<file path="src/rtl/serial_adder_pkg.sv">
// Shared types and constants for the bit-serial adder/subtractor.
package serial_adder_pkg;

    typedef enum logic [1:0] {
        IDLE,
        RUN,
        DONE
    } state_t;

    localparam int WIDTH_DEFAULT = 8;

endpackage

</file>
<file path="src/rtl/fulladder.sv">
// Single-bit full adder used as the datapath of the serial adder.
module fulladder (
    output logic S,
    output logic Co,
    input  logic A,
    input  logic B,
    input  logic Ci
);

    assign S  = A ^ B ^ Ci;
    assign Co = (A & B) | (A & Ci) | (B & Ci);

endmodule

</file>
<file path="src/rtl/serial_adder.sv">
// Bit-serial add/subtract: one result bit per clock, LSB first,
// through a single full adder and a one-bit carry register.
module serial_adder
    import serial_adder_pkg::*;
#(
    parameter int WIDTH = WIDTH_DEFAULT
) (
    input  logic             clk,
    input  logic             rst,
    input  logic             start,
    input  logic [WIDTH-1:0] A,
    input  logic [WIDTH-1:0] B,
    input  logic             Ci,
    input  logic             SUB,
    output logic [WIDTH-1:0] S,
    output logic             Co,
    output logic             V,
    output logic             busy,
    output logic             done
);

    localparam int CW = $clog2(WIDTH + 1);
    localparam logic [CW-1:0] LAST = CW'(WIDTH - 1);

    state_t           state_q, state_d;
    logic [WIDTH-1:0] a_q, a_d;
    logic [WIDTH-1:0] b_q, b_d;
    logic [WIDTH-1:0] s_q, s_d;
    logic [CW-1:0]    cnt_q, cnt_d;
    logic             c_q, c_d;
    logic             co_q, co_d;
    logic             v_q, v_d;
    logic             busy_q, busy_d;
    logic             done_q, done_d;

    logic fa_s;
    logic fa_co;

    fulladder u_fa (
        .S  (fa_s),
        .Co (fa_co),
        .A  (a_q[0]),
        .B  (b_q[0]),
        .Ci (c_q)
    );

    always_comb begin
        state_d = state_q;
        a_d     = a_q;
        b_d     = b_q;
        s_d     = s_q;
        cnt_d   = cnt_q;
        c_d     = c_q;
        co_d    = co_q;
        v_d     = v_q;
        busy_d  = busy_q;
        done_d  = 1'b0;
        case (state_q)
            IDLE: begin
                if (start) begin
                    // B is inverted up front so the datapath only ever adds
                    state_d = RUN;
                    a_d     = A;
                    b_d     = B ^ {WIDTH{SUB}};
                    c_d     = Ci ^ SUB;
                    cnt_d   = '0;
                    busy_d  = 1'b1;
                end
            end
            RUN: begin
                a_d   = {1'b0, a_q[WIDTH-1:1]};
                b_d   = {1'b0, b_q[WIDTH-1:1]};
                s_d   = {fa_s, s_q[WIDTH-1:1]};
                c_d   = fa_co;
                cnt_d = cnt_q + 1'b1;
                if (cnt_q == LAST) begin
                    state_d = DONE;
                    co_d    = fa_co;
                    v_d     = c_q ^ fa_co;
                    busy_d  = 1'b0;
                    done_d  = 1'b1;
                end
            end
            DONE: begin
                state_d = IDLE;
            end
            default: begin
                state_d = IDLE;
            end
        endcase
    end

    always_ff @(posedge clk) begin
        if (rst) begin
            state_q <= IDLE;
            a_q     <= '0;
            b_q     <= '0;
            s_q     <= '0;
            cnt_q   <= '0;
            c_q     <= 1'b0;
            co_q    <= 1'b0;
            v_q     <= 1'b0;
            busy_q  <= 1'b0;
            done_q  <= 1'b0;
        end else begin
            state_q <= state_d;
            a_q     <= a_d;
            b_q     <= b_d;
            s_q     <= s_d;
            cnt_q   <= cnt_d;
            c_q     <= c_d;
            co_q    <= co_d;
            v_q     <= v_d;
            busy_q  <= busy_d;
            done_q  <= done_d;
        end
    end

    assign S    = s_q;
    assign Co   = co_q;
    assign V    = v_q;
    assign busy = busy_q;
    assign done = done_q;

endmodule

</file>
<file path="config.mk">
export PLATFORM = sky130hd
export DESIGN_NAME = serial_adder
export DESIGN_NICKNAME = d
export VERILOG_FILES = /design/src/rtl/serial_adder_pkg.sv /design/src/rtl/fulladder.sv /design/src/rtl/serial_adder.sv
export SDC_FILE = /design/constraint.sdc
export NUM_CORES = 1
export LEC_CHECK = 0
export ABC_AREA = 1
export CAP_MARGIN = 20
export CORE_UTILIZATION = 54
export DETAILED_ROUTE_END_ITERATION = 10
export HOLD_SLACK_MARGIN = 0.08
export PLACE_DENSITY = 0.93
export SYNTH_ARGS = -nofsm -noshare
export SYNTH_HDL_FRONTEND = slang
export SYNTH_HIERARCHICAL = 1
export SYNTH_SLANG_ARGS = --single-unit
</file>
<file path="constraint.sdc">
create_clock -name clk -period 2.24 [get_ports clk]
set_input_delay 0.224 -clock clk [delete_from_list [all_inputs] [get_ports clk]]
set_output_delay 0.224 -clock clk [all_outputs]
set_load 0.03 [all_outputs]
</file>
; ---- Word level (Yosys, flattened, before mapping)
; Cells that the tools add are included.
[totals]
input_bits = 21
register_bits = 35
wordCells = 48
output_inout_bits = 12
[op_classes]
addsub = 1
reduce_logical = 7
bitwise_logic = 11
n_mux = 15
eq_ne = 4
[op_table]
columns = op, n
row1 = 8-bit one-hot mux with 2 select lines, 2
row2 = 8-bit two-way mux, 2
row3 = 4-bit one-hot mux with 2 select lines, 1
row4 = 8-bit XOR, 1
row5 = 2-bit AND reduction, 3
row6 = "4-bit by 1-bit adder with 4-bit output, second input constant", 1
row7 = "4-bit by 3-bit equality test with 1-bit output, second input constant", 1
row8 = 1-bit two-way mux, 4
row9 = 2-bit two-way mux, 2
row10 = 4-bit two-way mux, 1
row11 = "2-bit inequality test, second input constant", 2
row12 = 1-bit one-hot mux with 2 select lines, 2
row13 = 2-bit one-hot mux with 2 select lines, 1
row14 = 1-bit XOR, 4
row15 = 1-bit bitwise AND, 3
row16 = 3-bit AND reduction, 1
row17 = "2-bit by 1-bit equality test with 1-bit output, second input constant", 1
row18 = 2-bit logical NOT, 1
row19 = 1-bit bitwise OR, 2
row20 = 2-bit nonzero test, 1
row21 = 2-bit OR reduction, 1
row22 = 1-bit inverter, 1

; ---- Longest topological paths before layout
[depth]
word_depth = 4
mapped_depth = 8
depth_no_buf = 7

; ---- Cells and area by module
; Netlist, hierarchy kept.
[modules_own_cells]
columns = module, seq_area_each_um2, area_per_inst_um2, cells_per_inst, instances
row1 = serial_adder, 700.7, 1640.3, 247, 1
row2 = fulladder, 0.0, 20.0, 1, 1

; ---- Worst setup path after synthesis
; No wires, ideal clock.
[synth_timing]
path_type = reg-to-reg
startpoint = reg a_q[0]
endpoint = reg v_q (netlist: V)
setup_slack_ns = 1.082
period_less_slack_ns = 1.158
stages_incl_launch_ff = 6
setup_time_ns = 0.113
path_buffers = 0
arrival_ns = 1.045
required_time_ns = 2.127
path_cell_list = dfxtp_1 > fa_1 > xnor2_1 > nand2_1 > nand2_1 > nor2_1
[synth_between]
elab_chain_len = 4
elab_cells_between_ends = 5
cone_classes = 5 x bitwise
[synth_rtl]
columns = item, line_no
row1 = from (decl), serial_adder.sv:26  ; logic [WIDTH-1:0] a_q, a_d;
row2 = from (signal assigned), serial_adder.sv:96  ; a_q <= '0;
row3 = from (signal assigned), serial_adder.sv:107  ; a_q <= a_d;
row4 = 1-bit bitwise AND, fulladder.sv:11  ; assign Co = (A & B) | (A & Ci) | (B & Ci);
row5 = 1-bit bitwise OR (*) (2 in series), fulladder.sv:11
row6 = net fa_co, serial_adder.sv:37  ; logic fa_co;
row7 = 1-bit XOR (*), serial_adder.sv:79  ; v_d = c_q ^ fa_co;
row8 = to (signal assigned), serial_adder.sv:113  ; v_q <= v_d;
row9 = to (decl), serial_adder.sv:32  ; logic v_q, v_d;
; Mark *: on every way through the listed nets, which the timed path passes. The rest lies on a longest branch.
; A chain may end at the register's enable or synchronous reset.

; ---- Final worst setup path
[layout_timing]
startpoint = reg s_q[7] (netlist: S[7])
endpoint = out S[7]
[layout_lines]
columns = item, line_no
row1 = from (decl), serial_adder.sv:28  ; logic [WIDTH-1:0] s_q, s_d;
row2 = from (signal assigned), serial_adder.sv:98  ; s_q <= '0;
row3 = from (signal assigned), serial_adder.sv:109  ; s_q <= s_d;
row4 = to (decl), serial_adder.sv:15  ; output logic [WIDTH-1:0] S,
; No word-level cell between the ends.

==> metrics.csv <==
stage,metric,value,unit
outcome,status,"finished, violations left",
outcome,violations,DRC,
power_and_ir_drop,peakVddDrop,430,µV
worst_setup_path,path_buf_inv,1,
synthesis,syn_area_per_cell,6.69,µm²
clock_network,clock_latency,0.35,ns
routing,drt-met1-wl,1.49,mm
global_route,grt_max_degree,38,
clock_network,cts_tree,built,
worst_setup_path,slowest_delay,0.68,ns
finish,num-nets-final,300,
routing,highest_layer,met4,
synthesis,synth_top_area_share,42.2,%
timing,clock.fmax,0.616,GHz
routing,vias,1573,
global_route,grt_pass1_vias,1330,
timing,tightest_slew,0.374,ns
timing,holdWs,0.431,ns
worst_setup_path,crit_required,2.02,ns
place,hpwl,2.24,mm
clock_network,cts_hold_buffers,0,
hold_path,min_path_type,in2reg,
global_route,grt_usage,22.3,%
worst_setup_path,r2r_start,state_q[0],
timing,slew_headroom,75.0,%
job,maxCapViolCount,0,
timing,drv_slew,0,
clock_network,clk_pin_slew,0.11,ns
power_and_ir_drop,p_leak,0.935,nW
routing,vias_per_cell,5.09,
global_route,grt_pass1_wl,5.65,mm
synthesis,syn_inst,248,
synthesis,synth_warnings,6,
clock_network,htreeDepth,2,
routing,dr_wl_met2,1.56,mm
synthesis,syn-cell-area,1660,µm²
synthesis,syn_nets,271,
die,initial_core_util,58.7,%
worst_setup_path,cpLargestDelayFamily,buffers and inverters,
routing,drt-total-wl,3.28,mm
clock_network,cts_root_buf,clkbuf_4,
finish,drive_gt1_share,6.12,%
timing,finalCritPeriodShare,72.5,%
synthesis,synth_area_leaders,"dfxtp_1, nand2_1, nor2_1",
worst_setup_path,r2r_setup_slack,0.88,ns
routing,drtIter0Drc,71,
finish,areaGrowthSynthToFinish,22.3,%
die,fp.dieH,57.5,µm
worst_setup_path,ff2ff_path_depth,6,
global_route,antenna_found_initial,0,
clock_network,cts_resized,0,
hold_path,min_to,a_q[7],
timing,fin_skew,0.00736,ns
routing,first_pass_iters,7,
die,num_io_pins,33,
synthesis,yosys.area.top_type,dfxtp_1,
die,row_count,19,
worst_setup_path,path_max_fanout,3,
finish,diodes,0,
clock_network,cts_sinks,35,
worst_setup_path,worstPathCellList,clkdlybuf4s50_1,
worst_setup_path,start_kind,register,
timing,rsz0062_at_grt,false,
routing,drcViolationCount,3,
synthesis,synth.distinct_cells,19,
finish,nFillCells,225,
routing,ant_nets,0,
hold_path,hold-path-cell-count,3,
synthesis,synth.yosys.seq_area_share,42.2,%
place,io_buffers,32,
finish,final_cell_mix,"nand2_1, nor2_1, dfxtp_1, clkdlybuf4s50_1, inv_1",
worst_setup_path,crit_path_end_kind,output pin,
power_and_ir_drop,p_per_area,667,nW/µm²
worst_setup_path,cp_slowest_cell,clkdlybuf4s50_1,
worst_setup_path,timing.rr.end,a_q[2],
clock_network,cts_setup_buffers,0,
die,coreArea,2830,µm²
hold_path,hp-start,A[7],
die,die_area,3300,µm²
clock_network,numCtsBuffers,5,
finish,final_common_cell,nand2_1,
global_route,gr-total-overflow,0,
timing,finalHoldViolCount,0,
worst_setup_path,crit_arrival,1.40,ns
worst_setup_path,worst-setup-path-type,reg2out,
timing,setup_viol,0,
routing,wl_per_cell,10.6,µm
timing,setup-tns-final,0,ns
routing,wl_met3,173,µm
synthesis,ys_ff_latch,35,
clock_network,clock_path_buffers,2,
place,gp_congestion,0.821,
die,dieWidth,57.5,µm
timing,layout_min_cycle_time,1.62,ns
layer usage:
metal / GRT usage (%) / vias to the layer above
met5: 0 / -
met3: 6.80 / 8
met2: 35.4 / 41
met1: 27.9 / 698
li1: - / 826
met4: 9.76 / 0
flip-flops by register name, summed over array words and instances (netlist names):
register and count:
busy 1, Co 1, state_q 2, cnt_q 4, V 1, done 1, c_q 1, a_q 8
b_q 8, S 8
cell usage after synthesis:
library cell,count
clkbuf_1,1
buf_6,2
o21ai_0,18
inv_2,3
nor2_1,39
dfxtp_1,35
nand2_2,2
buf_4,2
nand2_4,2
nand3_1,19
inv_1,20
xor2_1,1
buf_2,7
nand3b_1,2
nand2_1,76
xnor2_1,1
a21oi_1,16
ha_1,1
fa_1,1
logic make-up (layout without fill, tap and decap cells):
kind of cell             Yosys count  after routing  share of synthesized area (%)
AO/OA/AOI/OAI                     34             34                           10.2
XOR/XNOR                           2              2                           1.06
adder cells (fa/ha/maj)            2              2                           1.96
buffers and inverters             35             65                           9.80
flip-flops                        35             35                           42.2
AND/OR/NAND/NOR                  140            140                           34.7
power breakdown:
part           internal, W  switching, W
logic             0.000112      0.000148
clock network     0.000183      0.000222
registers         0.000665     0.0000233
total             0.000961      0.000393
worst max path at each step:
stage                     depth (start not counted)  slack [ns]  endpoint   start
after global placement                            6        0.70    a_q[2]   start
final                                             1        0.62      S[7]    S[7]
after global routing                              1        0.53      S[7]    S[7]
after CTS                                         1        0.60      S[7]    S[7]
after detailed placement                          6        0.69    a_q[2]   start
after floorplan                                   5        1.08         V  a_q[0]
metrics by stage:
stage          instances  area (µm²)  worst slack (ns)  util, %  power [W]
2_1_floorplan        248        1660              1.08        -   0.000878
3_3_place_gp         301        1960             0.704     69.2   0.000956
3_5_place_dp         301        1960             0.693     69.2   0.000962
4_1_cts              309        2030             0.605     71.8    0.00136
5_1_grt              309        2030             0.532     71.8    0.00142
6_report             309        2030             0.617     71.8    0.00135
area by class of cell:
| class | instances | area, µm² | share of cell area (%) |
|---|---|---|---|
| repair buffers | 34 | 335 | 16.5 |
| flip-flops and latches | 35 | 701 | 34.5 |
| inverters | 23 | 86.3 | 4.25 |
| multi-input cells | 178 | 797 | 39.2 |
| clock inverters | 1 | 7.51 | 0.370 |
| well taps | 31 | 38.8 | 1.91 |
| clock buffers | 7 | 65.1 | 3.20 |
Note: power is estimated with default switching activity, not from simulation.
